==> config.mk <==
export PLATFORM = sky130hd
export DESIGN_NAME = dmem_subword
export DESIGN_NICKNAME = d
export VERILOG_FILES = /design/src/rtl/dmem_pkg.sv /design/src/rtl/dmem_lane_align.sv /design/src/rtl/dmem_subword.sv
export SDC_FILE = /design/constraint.sdc
export NUM_CORES = 2
export LEC_CHECK = 0
export CORE_AREA = 2 2 562 424
export DETAILED_ROUTE_END_ITERATION = 6
export DIE_AREA = 0 0 564 426
export PLACE_DENSITY_LB_ADDON = 0.12
export SLEW_MARGIN = 20
export SYNTH_ARGS = -nofsm -noshare
export SYNTH_HDL_FRONTEND = slang
export SYNTH_SLANG_ARGS = --single-unit
==> constraint.sdc <==
create_clock -name clk -period 5.5 [get_ports clk]
set_input_delay 1.65 -clock clk [delete_from_list [all_inputs] [get_ports clk]]
set_output_delay 1.65 -clock clk [all_outputs]
set_load 0.1 [all_outputs]
==> src/rtl/dmem_pkg.sv <==
// Shared encodings for the sub-word data memory: access sizes, error codes
// and the controller state values.
package dmem_pkg;

  typedef logic [1:0] size_t;
  typedef logic [1:0] err_t;

  localparam size_t SIZE_BYTE  = 2'b00;
  localparam size_t SIZE_HALF  = 2'b01;
  localparam size_t SIZE_WORD  = 2'b10;
  localparam size_t SIZE_DWORD = 2'b11;

  localparam err_t ERR_OK       = 2'b00;
  localparam err_t ERR_MISALIGN = 2'b01;
  localparam err_t ERR_RANGE    = 2'b10;
  localparam err_t ERR_SIZE     = 2'b11;

  localparam logic [0:0] ST_CLEAR = 1'b0;
  localparam logic [0:0] ST_READY = 1'b1;

  // Number of bytes moved by an access of the given size code.
  function automatic logic [3:0] size_bytes(input size_t size);
    case (size)
      SIZE_BYTE: size_bytes = 4'd1;
      SIZE_HALF: size_bytes = 4'd2;
      SIZE_WORD: size_bytes = 4'd4;
      default:   size_bytes = 4'd8;
    endcase
  endfunction

endpackage

==> src/rtl/dmem_lane_align.sv <==
// Combinational lane steering: positions store data and its bit mask in the
// addressed lanes, and right-justifies/extends load data.
module dmem_lane_align
  import dmem_pkg::*;
#(
  parameter int DATA_WIDTH = 32,
  localparam int NB    = DATA_WIDTH / 8,
  localparam int OFF_W = $clog2(NB)
) (
  input  logic [1:0]            size_i,
  input  logic                  unsigned_i,
  input  logic [OFF_W-1:0]      offset_i,
  input  logic [DATA_WIDTH-1:0] wdata_i,
  input  logic [DATA_WIDTH-1:0] rword_i,
  output logic [DATA_WIDTH-1:0] wmask_o,
  output logic [DATA_WIDTH-1:0] wdata_o,
  output logic [DATA_WIDTH-1:0] rdata_o
);

  logic [3:0]                  nbytes_s;
  logic [OFF_W+2:0]            shamt_s;
  logic [DATA_WIDTH-1:0]       keep_s;
  logic [DATA_WIDTH-1:0]       shifted_s;
  logic                        sign_s;

  // Build the access-width mask, then shift it into place for stores and
  // shift the word down for loads; the mask's top bit selects the sign bit.
  always_comb begin
    nbytes_s = size_bytes(size_i);
    shamt_s  = {offset_i, 3'b000};
    keep_s   = '0;
    for (int b = 0; b < NB; b++) begin
      if (4'(b) < nbytes_s) begin
        keep_s[8*b +: 8] = 8'hFF;
      end else begin
        keep_s[8*b +: 8] = 8'h00;
      end
    end
    wmask_o   = keep_s << shamt_s;
    wdata_o   = (wdata_i & keep_s) << shamt_s;
    shifted_s = rword_i >> shamt_s;
    sign_s    = |(shifted_s & keep_s & ~(keep_s >> 1));
    if (unsigned_i || !sign_s) begin
      rdata_o = shifted_s & keep_s;
    end else begin
      rdata_o = shifted_s | ~keep_s;
    end
  end

endmodule

==> src/rtl/dmem_subword.sv <==
// Single-port data memory with byte/half/word/dword access, error checking,
// a one-cycle registered response and a word-per-cycle zeroing walk.
module dmem_subword
  import dmem_pkg::*;
#(
  parameter int ADDR_WIDTH = 32,
  parameter int DATA_WIDTH = 32,
  parameter int DEPTH      = 64
) (
  input  logic                  clk,
  input  logic                  rst_n,
  input  logic                  clear_req,
  input  logic                  req_valid,
  output logic                  req_ready,
  input  logic                  req_we,
  input  logic [1:0]            req_size,
  input  logic                  req_unsigned,
  input  logic [ADDR_WIDTH-1:0] req_addr,
  input  logic [DATA_WIDTH-1:0] req_wdata,
  output logic                  resp_valid,
  output logic [DATA_WIDTH-1:0] resp_rdata,
  output logic [1:0]            resp_err
);

  localparam int   NB        = DATA_WIDTH / 8;
  localparam int   OFF_W     = $clog2(NB);
  localparam int   IDX_W     = $clog2(DEPTH);
  localparam logic HAS_DWORD = (DATA_WIDTH == 64);

  logic [0:0]            state_q, state_d;
  logic [IDX_W-1:0]      cnt_q, cnt_d;
  logic                  resp_valid_q, resp_valid_d;
  logic [DATA_WIDTH-1:0] resp_rdata_q, resp_rdata_d;
  logic [1:0]            resp_err_q, resp_err_d;
  logic [DATA_WIDTH-1:0] mem_q [DEPTH];

  logic [OFF_W-1:0]      offset_s;
  logic [OFF_W-1:0]      align_mask_s;
  logic [ADDR_WIDTH-1:0] word_s;
  logic [IDX_W-1:0]      idx_s;
  logic [1:0]            err_s;
  logic                  accept_s;
  logic                  store_ok_s;
  logic [DATA_WIDTH-1:0] rword_s;
  logic [DATA_WIDTH-1:0] wmask_s;
  logic [DATA_WIDTH-1:0] wdata_al_s;
  logic [DATA_WIDTH-1:0] rdata_ext_s;

  assign req_ready  = (state_q == ST_READY);
  assign accept_s   = req_valid && req_ready;
  assign offset_s   = req_addr[OFF_W-1:0];
  assign word_s     = req_addr >> OFF_W;
  assign idx_s      = word_s[IDX_W-1:0];
  assign rword_s    = mem_q[idx_s];
  assign store_ok_s = accept_s && req_we && (err_s == ERR_OK);

  assign resp_valid = resp_valid_q;
  assign resp_rdata = resp_rdata_q;
  assign resp_err   = resp_err_q;

  dmem_lane_align #(
    .DATA_WIDTH(DATA_WIDTH)
  ) u_align (
    .size_i    (req_size),
    .unsigned_i(req_unsigned),
    .offset_i  (offset_s),
    .wdata_i   (req_wdata),
    .rword_i   (rword_s),
    .wmask_o   (wmask_s),
    .wdata_o   (wdata_al_s),
    .rdata_o   (rdata_ext_s)
  );

  // Error classification, highest priority first.
  always_comb begin
    align_mask_s = OFF_W'(size_bytes(req_size) - 4'd1);
    if ((req_size == SIZE_DWORD) && !HAS_DWORD) begin
      err_s = ERR_SIZE;
    end else if (|(offset_s & align_mask_s)) begin
      err_s = ERR_MISALIGN;
    end else if (word_s >= ADDR_WIDTH'(DEPTH)) begin
      err_s = ERR_RANGE;
    end else begin
      err_s = ERR_OK;
    end
  end

  // Controller next state and the registered response contents.
  always_comb begin
    state_d = state_q;
    cnt_d   = cnt_q;
    case (state_q)
      ST_CLEAR: begin
        cnt_d = cnt_q + IDX_W'(1);
        if (cnt_q == IDX_W'(DEPTH - 1)) begin
          state_d = ST_READY;
        end else begin
          state_d = ST_CLEAR;
        end
      end
      ST_READY: begin
        if (clear_req) begin
          state_d = ST_CLEAR;
          cnt_d   = '0;
        end else begin
          state_d = ST_READY;
        end
      end
      default: begin
        state_d = ST_CLEAR;
        cnt_d   = '0;
      end
    endcase

    resp_valid_d = accept_s;
    if (accept_s) begin
      resp_err_d = err_s;
    end else begin
      resp_err_d = ERR_OK;
    end
    if (accept_s && !req_we && (err_s == ERR_OK)) begin
      resp_rdata_d = rdata_ext_s;
    end else begin
      resp_rdata_d = '0;
    end
  end

  // Controller and response registers.
  always_ff @(posedge clk or negedge rst_n) begin
    if (!rst_n) begin
      state_q      <= ST_CLEAR;
      cnt_q        <= '0;
      resp_valid_q <= 1'b0;
      resp_rdata_q <= '0;
      resp_err_q   <= ERR_OK;
    end else begin
      state_q      <= state_d;
      cnt_q        <= cnt_d;
      resp_valid_q <= resp_valid_d;
      resp_rdata_q <= resp_rdata_d;
      resp_err_q   <= resp_err_d;
    end
  end

  // Storage is deliberately not reset; the clear walk zeroes it instead.
  always_ff @(posedge clk) begin
    if (state_q == ST_CLEAR) begin
      mem_q[cnt_q] <= '0;
    end else if (store_ok_s) begin
      mem_q[idx_s] <= (rword_s & ~wmask_s) | (wdata_al_s & wmask_s);
    end
  end

endmodule

======== Word-level counts from Yosys, hierarchy flattened ========
Memories as Yosys holds them, arrays and structs flattened.
Cells that the tools add are included.
storage, ports and cells
  memories kept ........................... 1
  word-level logic and storage cells ...... 69
  bits in registers ....................... 42
  bits in writable memories ............... 2048
  input port bits ......................... 72
memories
  name   depth  width  read ports  clocked after memory_dff  wr ports  RTL line            source
  mem_q  64     32     1           0                         1         dmem_subword.sv:35  logic [DATA_WIDTH-1:0] mem_q [DEPTH];
cells by class
  add/sub/neg operators ................... 2
  magnitude comparators ................... 5
  muxes and demuxes ....................... 23
  reduce and logical (&&, ||, !) cells .... 13
  equality and inequality tests ........... 5
  shifts and indexed selects .............. 3
  bitwise gates (word level) .............. 12
operators with widths
  kind                                                       number
  bitwise AND 32 bit                                         5
  2-to-1 mux 32 bit                                          3
  inverter 32 bit                                            2
  OR 32 bit                                                  2
  OR reduction 32 bit                                        2
  << shifter 32 x 5 -> 32 bit                                2
  2-to-1 mux 8 bit                                           4
  inverter 31 -> 32 bit                                      1
  right shift 32 x 5 -> 32 bit                               1
  >= comparator 30 x 7 -> 1 bit, second input constant       1
  2-to-1 mux 6 bit                                           2
  one-hot mux 4 bit (3 select lines)                         1
  one-hot mux 6 bit (2 select lines)                         1
  less-than comparator 1 x 4 -> 1 bit, first input constant  2
  less-than comparator 2 x 4 -> 1 bit, first input constant  2
  2-to-1 mux 2 bit                                           4
  2-to-1 mux 1 bit                                           7
  adder 6 x 1 -> 6 bit, second input constant                1
  equality test 6 bit, second input constant                 1
  logical AND 1 bit                                          5
  equality test 2 bit, second input constant                 2
  zero test 2 bit                                            2
  bitwise AND 2 bit                                          1
  equality test 2 x 1 -> 1 bit, second input constant        1
  other kinds (7)                                            8

======== Depth between registers and ports, before layout ========
  depth in word-level cells ............... 14
  gate-level depth with buffers ........... 14

======== Cells and area by module ========
From an unflattened synthesis, not the netlist that was laid out.
second synthesis, totals
  cell total of the unflattened synthesis .. 4286
  area, all modules ....................... 82730.6 µm²
modules (own cells, without submodules)
  module           times used  cells each  seq. area each (µm²)  area an instance (µm²)
  dmem_subword     1           4063        62550.0               81291.7
  dmem_lane_align  1           223         0.0                   1438.9

======== Worst setup path after synthesis ========
OpenSTA, ideal clock, no wires.
  path kind ............................... input port to flip-flop
  start ................................... in req_size[1]
  end ..................................... mem mem_q[0][12] (data pin)
  setup slack ............................. -1.698 ns
  required time ........................... 4.733 ns
  library setup time ...................... 0.767 ns
  path buffers ............................ 4
  cell stages on the path ................. 11
  data arrival time ....................... 6.431 ns
  cell sequence ........................... buf_6 or2_2 clkbuf_1 ha_1 nor2b_1 or3_1 nor3_1 nand2_1 clkbuf_1 clkbuf_1 a311oi_1
on the way
  cells in the longest elaborated chain, start to end .. 14
ends and longest elaborated chain
  element                                      RTL line             source
  from (decl)                                  dmem_subword.sv:16   input logic [1:0] req_size,
  equality test 2 bit (tied with other cells)  dmem_pkg.sv:23       case (size)
  one-hot mux 4 bit (3 select lines)           dmem_pkg.sv:23
  subtractor 2 x 1 -> 2 bit                    dmem_subword.sv:76   align_mask_s = OFF_W'(size_bytes(req_size) - 4'd1);
  bitwise AND 2 bit                            dmem_subword.sv:79   end else if (|(offset_s & align_mask_s)) begin
  OR reduction 2 bit                           dmem_subword.sv:79
  2-to-1 mux 2 bit                             dmem_subword.sv:79
  2-to-1 mux 2 bit                             dmem_subword.sv:77   if ((req_size == SIZE_DWORD) && !HAS_DWORD) begin
  zero test 2 bit                              dmem_subword.sv:55   assign store_ok_s = accept_s && req_we && (err_s == ERR_OK);
  logical AND 1 bit                            dmem_subword.sv:55
  2-to-1 mux 1 bit                             dmem_subword.sv:149  end else if (store_ok_s) begin
  2-to-1 mux 1 bit                             dmem_subword.sv:147  if (state_q == ST_CLEAR) begin
  2-to-1 mux 1 bit (not written as such)       dmem_subword.sv:150  mem_q[idx_s] <= (rword_s & ~wmask_s) | (wdata_al_s & wmask_s);
  OR reduction 32 bit (no source line)         n/a
  2-to-1 mux 32 bit (no source line) *         n/a
  to (decl)                                    dmem_subword.sv:35
Every way passes the cells marked *; elsewhere a longest branch is shown, timed or not.

======== Final worst setup path ========
  start ................................... in req_size[1]
  end ..................................... mem mem_q[39][4] (enable)
on the way
  cells in the longest elaborated chain, start to end .. 14
ends and longest elaborated chain
  element                                                                RTL line
  equality test 2 bit (tied with other cells)                            dmem_pkg.sv:23
  one-hot mux 4 bit (3 select lines)                                     n/a
  subtractor 2 x 1 -> 2 bit                                              dmem_subword.sv:76
  bitwise AND 2 bit                                                      dmem_subword.sv:79
  OR reduction 2 bit                                                     dmem_subword.sv:79
  2-to-1 mux 2 bit                                                       dmem_subword.sv:79
  2-to-1 mux 2 bit *                                                     dmem_subword.sv:77
  zero test 2 bit *                                                      dmem_subword.sv:55
  logical AND 1 bit *                                                    dmem_subword.sv:55
  2-to-1 mux 1 bit *                                                     dmem_subword.sv:149
  2-to-1 mux 1 bit *                                                     dmem_subword.sv:147
  2-to-1 mux 1 bit (not written as such) *                               dmem_subword.sv:150
  OR reduction 32 bit (no source line)                                   n/a
  2-to-1 mux 6 bit (no source line) or 2-to-1 mux 1 bit (tied branches)  n/a
Marks and branches as above.

==> qor.log <==
qor: timing.slew_viol_final 0
qor: floorplan.initial_utilization 0.349
qor: yosys.avgSynthCellArea 22.7 µm²
qor: critical_path.crit_arrival 5.58 ns
qor: critical_path.worstRegToRegCells 10
qor: timing.hold_violations 0
qor: finish.layout.nets 4314
qor: clocking.cts_tree yes
qor: power_and_ir_drop.power.ir.vdd_worst 0.000257 V
qor: critical_path.rr_startpoint req_ready$_DFF_PN0_
qor: timing.final.period_utilization 0.912
qor: timing.tightest_pin_transition 1.03 ns
qor: timing.timing.max_slew.rel_slack 0.309
qor: timing.fin_tns_setup 0 ns
qor: global_routing.global_route.usage.total 0.215
qor: timing.rsz0062_at_grt no
qor: yosys.synth_cell_type_count 81
qor: clocking.cts.sink_count 2090
qor: placement.placed_cells 7137
qor: floorplan.dieHeight 426 µm
qor: drt.routed-via-count 41738
qor: yosys.synth_flop_cell edfxtp_1
qor: yosys.yosys_warnings 0
qor: timing.finalCriticalPeriod 5.02 ns
qor: finish.seq_area 62600 µm²
qor: clocking.cts_post_setup_buffers_inserted 0
qor: finish.final-instance-count-excl-fill 7541
qor: finish.mostFrequentLayoutCell edfxtp_1
qor: critical_path.cp-start-kind input port
qor: drt.detail_route.vias_per_cell 5.53
qor: drt.drt_first_pass_iters 5
qor: timing.setup_viol 0
qor: critical_path.timing.critical_path.from req_size[1]
qor: placement.port_buf_inserts 107
qor: hold_path.whs_path_depth 1
qor: power_and_ir_drop.total_leakage_power 29.0 nW
qor: critical_path.timing.critical_path.to_type flop
qor: drt.initialDrtViolationCount 5949
qor: outcome.outcome complete, no violations
qor: finish.num-fill-cells 20202
qor: finish.layout-area-overhead-vs-synth 22.4%
qor: yosys.synth_cells 3604
qor: job.cap_violations 0
qor: global_routing.globalRoute.totalOverflow 0
qor: power_and_ir_drop.p_per_area 377 nW/µm²
qor: global_routing.grt_antenna_before_repair 32
qor: floorplan.io-pin-count 108
qor: critical_path.timing.critical_path.required 6.06 ns
qor: global_routing.grt_pass1_vias 40428
qor: floorplan.die-width 564 µm
qor: clocking.cts_hold_buffers 0
qor: drt.finalWirelength 259000 µm
qor: clocking.clk_pin_slew_worst_paths 0.07 ns
qor: yosys.synth-edff-count 2048
qor: finish.mostFrequentLayoutCells edfxtp_1 (2048), mux4_2 (569), buf_4 (278), buf_12 (224), clkbuf_16 (223)
qor: clocking.cts_inserted_buffers 219
qor: yosys.sequential_fraction_of_the_synthesis_area 0.764
qor: clocking.ctsRootBufferMaster clkbuf_16
qor: drt.final_antenna_net_count 0
qor: global_routing.first_pass_grt_wire_length 355000 µm
qor: finish.final_layout_size_suffix_gt1_frac 0.350
qor: drt.post_route_drc 0
qor: yosys.syn-cell-area 81800 µm²
qor: floorplan.design.core.area 234000 µm²
qor: timing.clock.fmax 199 MHz
qor: yosys.synth-seq-cells 2090
qor: placement.dpl.hpwl 180000 µm
qor: global_routing.grt_start_max_net_pins 53
qor: hold_path.min-delay-path-class reg -> reg
qor: finish.multi_input_area 19000 µm²
qor: yosys.async_set_or_reset_register_ratio_after_synthesis 0.0201
qor: clocking.cts-resized-gates 0
qor: placement.routabilityCongestion 0.867
qor: clocking.clk-insertion-delay-late 0.89 ns
qor: clocking.cts.path.max_buffers 4
qor: yosys.syn-num-nets 3679
qor: hold_path.worstHoldStart cnt_q[0]$_DFFE_PN0P_
qor: floorplan.die_area 240000 µm²
qor: critical_path.largest_fanout_on_the_critical_path 17
qor: drt.routedWlPerCell 34.4 µm
qor: clocking.htree_num_levels 4
qor: critical_path.timing.setup.critical_path_class in -> reg
qor: floorplan.rows 154
qor: timing.fin_skew 0.0563 ns
-- state kept, by name (all words and copies together) (netlist names) --
| name | count |
|---|---|
| resp_rdata | 32 |
| mem_q | 2048 |
| req_ready | 1 |
| cnt_q | 6 |
| resp_err | 2 |
| resp_valid | 1 |
-- synthesized netlist by cell type, types with 9 or more instances --
| library cell | n | area (µm²) |
|---|---|---|
| buf_6 | 23 | 259 |
| mux4_1 | 21 | 552 |
| dfrtp_1 | 42 | 1050 |
| nand2_1 | 80 | 300 |
| buf_1 | 31 | 116 |
| clkbuf_1 | 79 | 297 |
| a22o_1 | 14 | 123 |
| a211oi_1 | 11 | 82.6 |
| a221oi_2 | 9 | 135 |
| o21ai_0 | 35 | 175 |
| a22oi_1 | 75 | 563 |
| a221oi_1 | 16 | 140 |
| edfxtp_1 | 2048 | 61500 |
| a21oi_1 | 39 | 195 |
| nand2b_1 | 9 | 56.3 |
| buf_2 | 37 | 185 |
| buf_12 | 9 | 180 |
| nor2_1 | 135 | 507 |
| mux4_2 | 569 | 12800 |
| nor2b_1 | 10 | 62.6 |
| o22ai_1 | 14 | 87.6 |
| mux2i_1 | 82 | 821 |
| nand3_1 | 44 | 220 |
| mux2_2 | 14 | 158 |
| buf_4 | 18 | 135 |
| inv_1 | 9 | 33.8 |
-- where the power goes --
part	total, W	switching [W]	internal (W)	leakage (nW)
combinational	0.00456	0.00275	0.00181	8.95
clock	0.0143	0.00619	0.00810	3.31
sequential	0.0189	0.000306	0.0186	16.7
-- worst max-delay path, stage by stage --
cell             delay (ns)
clkdlybuf4s50_1        0.47
buf_4                  0.18
inv_1                  0.07
nand2_1                0.08
ha_1                   0.30
nor2b_1                0.06
or3_1                  0.41
nor3_1                 0.49
buf_4                  0.23
and2_1                 0.21
buf_4                  0.23
a31oi_2                0.15
buf_12                 0.18
nor2_4                 0.59
buf_16                 0.24
-- cell families after synthesis --
logic type                 synth area share
xor gates and xnor gates           0.000107
AOI/OAI and AO/OA                    0.0259
muxes                                 0.175
DFF                                   0.764
adders and majority gates          0.000581
and+or+nand+nor                      0.0180
buffers and inverters                0.0157
-- path summary, 6_finish.rpt --
path / slack [ns] / end
worst max-delay path: 0.48 / mem_q[39][4]$_DFFE_PP_
worst min-delay path: 0.57 / cnt_q[0]$_DFFE_PN0P_
worst max register to register: 1.61 / mem_q[39][4]$_DFFE_PP_
worst min register to register: 0.57 / cnt_q[0]$_DFFE_PN0P_
max in group asynchronous: 4.00 / resp_err[1]$_DFF_PN0_
min in group asynchronous: 0.67 / resp_rdata[10]$_DFF_PN0_
-- cell type report --
| class | count | area share |
|---|---|---|
| repair buffers | 618 | 0.0788 |
| multi-input cells | 1298 | 0.189 |
| diodes | 12 | 0.000300 |
| clock inverters | 124 | 0.0103 |
| well taps | 3120 | 0.0390 |
| clock buffers | 267 | 0.0574 |
| flip-flops and latches | 2090 | 0.625 |
| inverters | 12 | 0.000450 |
-- per-stage QoR --
stage                     total power [W]  utilization  setup WS [ns]  hold slack, ns  area (µm²)
after floorplan                    0.0211            -         -0.562           0.488       82000
after global placement             0.0238        0.397         -0.663           0.534       93000
after detailed placement           0.0239        0.398         -0.468           0.549       93300
after CTS                          0.0382        0.427          0.445           0.562      100000
after global routing               0.0390        0.427          0.423           0.639      100000
final                              0.0378        0.427          0.482           0.567      100000
-- layer usage --
layer,GRT usage,share of wire,vias up
met2,0.295,0.42,1659
met5,0,0.00013,-
li1,-,-,16784
met1,0.353,0.49,22989
met3,0.0372,0.076,300
met4,0.0459,0.018,6
Note: power is estimated with default switching activity, not from simulation.
